File: config.mk
export PLATFORM = sky130hd
export DESIGN_NAME = uart_tx_arbiter
export DESIGN_NICKNAME = d
export VERILOG_FILES = /design/src/rtl/uart_tx_arbiter.sv
export SDC_FILE = /design/constraint.sdc
export NUM_CORES = 1
export LEC_CHECK = 0
export ABC_CLOCK_PERIOD_IN_PS = 2000
export CELL_PAD_IN_SITES_DETAIL_PLACEMENT = 1
export CELL_PAD_IN_SITES_GLOBAL_PLACEMENT = 2
export CORE_ASPECT_RATIO = 1.1
export CORE_UTILIZATION = 26
export CTS_CLUSTER_DIAMETER = 150
export CTS_CLUSTER_SIZE = 40
export DETAILED_ROUTE_END_ITERATION = 12
export MAX_ROUTING_LAYER = met4
export PLACE_DENSITY_LB_ADDON = 0.1
export SYNTH_ARGS = -nofsm -noshare
export SYNTH_HDL_FRONTEND = slang
export SYNTH_SLANG_ARGS = --single-unit
File: constraint.sdc
create_clock -name i_clk -period 2 [get_ports i_clk]
set_input_delay 0.4 -clock i_clk [delete_from_list [all_inputs] [get_ports i_clk]]
set_output_delay 0.4 -clock i_clk [all_outputs]
set_load 0.005 [all_outputs]
File: src/rtl/uart_tx_arbiter.sv
// uart_tx_arbiter: shares one uart_tx between two byte sources, holding the
// grant for a whole packet (ended by terminator, burst limit or idle timeout).
module uart_tx_arbiter #(
  parameter logic [7:0]  TERM         = 8'h0A,
  parameter int unsigned MAX_BURST    = 64,
  parameter int unsigned IDLE_TIMEOUT = 1024
) (
  input  logic       i_clk,
  input  logic       i_rst,
  input  logic       i_en,
  input  logic [7:0] i_a_data,
  input  logic       i_a_ready,
  output logic       o_a_next,
  input  logic [7:0] i_b_data,
  input  logic       i_b_ready,
  output logic       o_b_next,
  output logic [7:0] o_data,
  output logic       o_ready,
  input  logic       i_next,
  output logic       o_busy,
  output logic       o_owner
);

  localparam int unsigned BW = $clog2(MAX_BURST + 1);
  localparam int unsigned IW = $clog2(IDLE_TIMEOUT + 1);

  typedef enum logic {IDLE, LOCK} state_t;

  state_t        state_q, state_d;
  logic          owner_q, owner_d;
  logic          last_q, last_d;
  logic [BW-1:0] burst_q, burst_d;
  logic [IW-1:0] idle_q, idle_d;

  logic [7:0]    own_data;
  logic          own_ready;
  logic          consume;
  logic          rel;

  // Owner-side byte and valid selected by the current grant
  assign own_data  = owner_q ? i_b_data  : i_a_data;
  assign own_ready = owner_q ? i_b_ready : i_a_ready;

  // Grant/lock registers; everything frozen while disabled
  always_ff @(posedge i_clk) begin
    if (i_rst) begin
      state_q <= IDLE;
      owner_q <= 1'b0;
      last_q  <= 1'b1;
      burst_q <= '0;
      idle_q  <= '0;
    end else if (i_en) begin
      state_q <= state_d;
      owner_q <= owner_d;
      last_q  <= last_d;
      burst_q <= burst_d;
      idle_q  <= idle_d;
    end
  end

  // Next-state logic and the combinational mux/handshake towards uart_tx
  always_comb begin
    state_d  = state_q;
    owner_d  = owner_q;
    last_d   = last_q;
    burst_d  = burst_q;
    idle_d   = idle_q;
    o_data   = 8'h00;
    o_ready  = 1'b0;
    o_a_next = 1'b0;
    o_b_next = 1'b0;
    consume  = 1'b0;
    rel      = 1'b0;
    if (!i_rst) begin
      case (state_q)
        IDLE: begin
          if (i_en && (i_a_ready || i_b_ready)) begin
            state_d = LOCK;
            owner_d = (i_a_ready && i_b_ready) ? ~last_q : i_b_ready;
            burst_d = '0;
            idle_d  = '0;
          end
        end
        LOCK: begin
          o_data   = own_data;
          o_ready  = own_ready & i_en;
          consume  = i_next & own_ready & i_en;
          o_a_next = consume & ~owner_q;
          o_b_next = consume & owner_q;
          if (consume) begin
            burst_d = burst_q + BW'(1);
            idle_d  = '0;
            rel     = (own_data == TERM) || ((burst_q + BW'(1)) == BW'(MAX_BURST));
          end else if (i_en && !own_ready) begin
            idle_d = idle_q + IW'(1);
            rel    = (idle_q + IW'(1)) == IW'(IDLE_TIMEOUT);
          end else if (i_en) begin
            idle_d = '0;
          end
          if (rel) begin
            state_d = IDLE;
            last_d  = owner_q;
            burst_d = '0;
            idle_d  = '0;
          end
        end
        default: state_d = IDLE;
      endcase
    end
  end

  // Status straight from the grant registers
  assign o_busy  = (state_q == LOCK);
  assign o_owner = owner_q;

endmodule
==> qor.yml <==
hold_path:
  whs_path_depth: 1
  hold_path_class: "reg -> reg"
logic_synthesis:
  avgSynthCellArea_sq_um: 8.13
  synth_top_area_share_pct: 26.8
  synth_nets: 218
  synth_edf_count: 0
  ys.flop_type: "dfxtp_1"
  synth_commonest_cells: "nand2_1 (25), nor2_1 (22), dfxtp_1 (21)"
  synthArstFlopShare_pct: 0
  postSynthCellCount: 193
  synth.top_cells.by_area: "dfxtp_1 (27%), mux2i_1 (7.0%), nand2_1 (6.0%)"
  syn-cell-area_sq_um: 1570
  ys_seq_area_share_pct: 26.8
  synth.most_common_cell: "nand2_1"
  netlist-cell-type-count: 54
  synth-seq-cells: 21
  ys_warn_count: 0
  synth_largest_area_cell: "dfxtp_1"
clock_tree:
  htree_levels: 1
  ctsHoldBuffers: 0
  cts_tree: "done"
  cts.path.max_buffers: 2
  cts_buffers: 3
  cts_root_buf: "clkbuf_8"
  clock_sinks: 21
  insertion_delay_ns: 0.27
  path_clk_slew_ns: 0.09
drt:
  drt_wl_total_mm: 5.08
  drtAntennaViolNets: 0
  initialDrtViolationCount: 29
  viasPerCell: 4.97
  num_vias: 1726
  drt-wirelength-per-cell_um: 14.6
  drc: 0
  drtPass1Iterations: 4
floorplanning:
  die-area_sq_um: 6350
  die_w_um: 76.1
  boundaryPins: 35
  core-area_sq_um: 5810
  die_height_um: 83.5
  start_util_pct: 27.0
  rows: 29
sta:
  maxSlewHeadroom_pct: 73.5
  fin_crit_sh_pct: 98.1
  clock_skew_ns: 0.0101
  timing.setup.tns_ns: 0
  tightest_slew_ns: 0.397
  finalSetupViolations: 0
  min_period_ns: 1.96
  hold_ws_ns: 0.505
  fmax_mhz: 510
  rsz0062_at_grt: "yes"
  hold_viol: 0
  maxSlewViolCount: 0
worst_setup_path:
  path_class: "reg -> reg"
  crit_end: "burst_q[6]"
  worstPathCellList: "buf_6, and4_4, and4_4, mux2i_1, buf_4, nand4_4, a21oi_4, a311oi_2"
  cp.required_ns: 2.15
  max_stage_delay_ns: 0.38
  reg2reg_to: "burst_q[6]"
  cp_common_cell: "and4_4"
  crit_path_end_kind: "flip-flop"
  path_buf_inv: 2
  crit_family: "simple AND/OR/NAND/NOR gates"
  reg2regPathDepth: 8
  cp_max_fo: 6
  worst-path-stages: 8
  reg2reg_from: "idle_q[0]"
  critPathLaunchType: "flip-flop"
  r2r_setup_slack_ns: 0.04
  arrival_ns: 2.11
  crit_start: "idle_q[0]"
  crit_slowest_cell: "dfxtp_4"
layout:
  fillers: 694
  drive_gt1_share_pct: 34.4
  fin_nets: 296
  syn_to_final_growth_pct: 58.7
  final-instance-count-excl-fill: 347
  regArea_sq_um: 433
  multi_input_area_sq_um: 1180
  antennaDiodeCount: 0
run:
  cap_violations: 0
power:
  p_seq_share_pct: 46.3
  power.density_nw_per_um2: 373
  p_clk_share_pct: 32.7
  leakagePower_nw: 1.00
  switching_share_pct: 27.5
  p_int_mw: 0.673
  combPwrFrac_pct: 21.0
  vdd_ir_drop_max_mv: 0.202
  p_total_mw: 0.928
  power_switching_mw: 0.255
grt:
  grt_overflow: 0
  grt_start_max_net_pins: 17
  grt_pass1_vias: 1833
  antenna_found_initial: 0
  grt_pass1_wl_mm: 8.32
  grt_usage_pct: 16.7
place:
  io_buffers: 34
  hpwl_mm: 4.02
  gp_congestion: 0.880
  placedCellCount: 341
status:
  status: "finished, final reports clean"
-- worst min-delay path by stage --
stage,from,end
2_1_floorplan,burst_q[4],burst_q[4]
3_3_place_gp,last_q,last_q
3_5_place_dp,idle_q[6],idle_q[6]
4_1_cts,idle_q[6],idle_q[6]
5_1_grt,burst_q[6],burst_q[6]
6_report,burst_q[6],burst_q[6]
-- worst register-to-register path: cells and delay by family (launching register included) --
| kind | cells | cell delay (ns) |
|---|---|---|
| muxes | 1 | 0.22 |
| and+or+nand+nor | 3 | 0.59 |
| AOI/OAI and AO/OA | 2 | 0.39 |
| buffers and inverters | 2 | 0.27 |
| DFF | 1 | 0.38 |
-- flip-flops by register name, summed over array words and instances (netlist names) --
name,flops
o_owner,1
o_busy,1
last_q,1
burst_q,7
idle_q,11
-- final cells by class --
| class | instances | share of cell area (%) |
|---|---|---|
| multi-input cells | 161 | 47.3 |
| clock inverters | 1 | 0.302 |
| flip-flops and latches | 21 | 17.4 |
| well taps | 77 | 3.87 |
| clock buffers | 3 | 1.66 |
| repair buffers | 84 | 29.5 |
-- metal layers --
layer	up-vias	share of wire, %	track usage (%)
li1	866	-	-
met1	828	44	18.6
met2	28	53	30.9
met3	4	2.3	2.73
met4	0	0.94	3.85
met5	-	0	-
-- cells in the final DEF, fill, tap and decap left out, types with 5 or more instances in the layout --
cell type / instances
clkdlybuf4s50_1: 21
buf_4: 46
o21ai_0: 6
dlygate4sd2_1: 7
nand2_1: 25
dfxtp_2: 7
mux2i_1: 10
and3_1: 5
nor3_1: 5
a21oi_1: 6
nand3_1: 12
dfxtp_1: 13
nor2_1: 21
-- stage by stage --
stage,setup slack [ns],area [sq um],util (%)
finish,0.0382,2490,42.9
global route,-0.0387,2490,42.9
CTS,-0.0000210,2390,41.1
detailed placement,-0.401,2300,39.5
global placement,-0.361,2300,39.5
floorplan,0.000716,1570,-
-- power groups by stage --
stage | logic [mW] | registers [mW] | clock network, mW
floorplan | 0.0690 | 0.437 | 0
CTS | 0.189 | 0.429 | 0.320
finish | 0.195 | 0.429 | 0.304
detailed placement | 0.187 | 0.436 | 0
global route | 0.212 | 0.431 | 0.345
global placement | 0.182 | 0.436 | 0
-- timing repair --
action                     CTS  global route
resized for setup           28            22
cloned                       0             0
setup endpoints to repair   22            17
buffers inserted             1             1
pin swaps                    6             8
-- kinds of logic after synthesis --
family	after synthesis	share of synthesized area, %
xor gates and xnor gates	4	2.23
and+or+nand+nor	102	35.6
adders and majority gates	3	2.39
buffers and inverters	11	4.79
DFF	21	26.8
muxes	11	7.02
AOI/OAI and AO/OA	41	21.2
No activity file was read; power rests on OpenSTA's default activity.
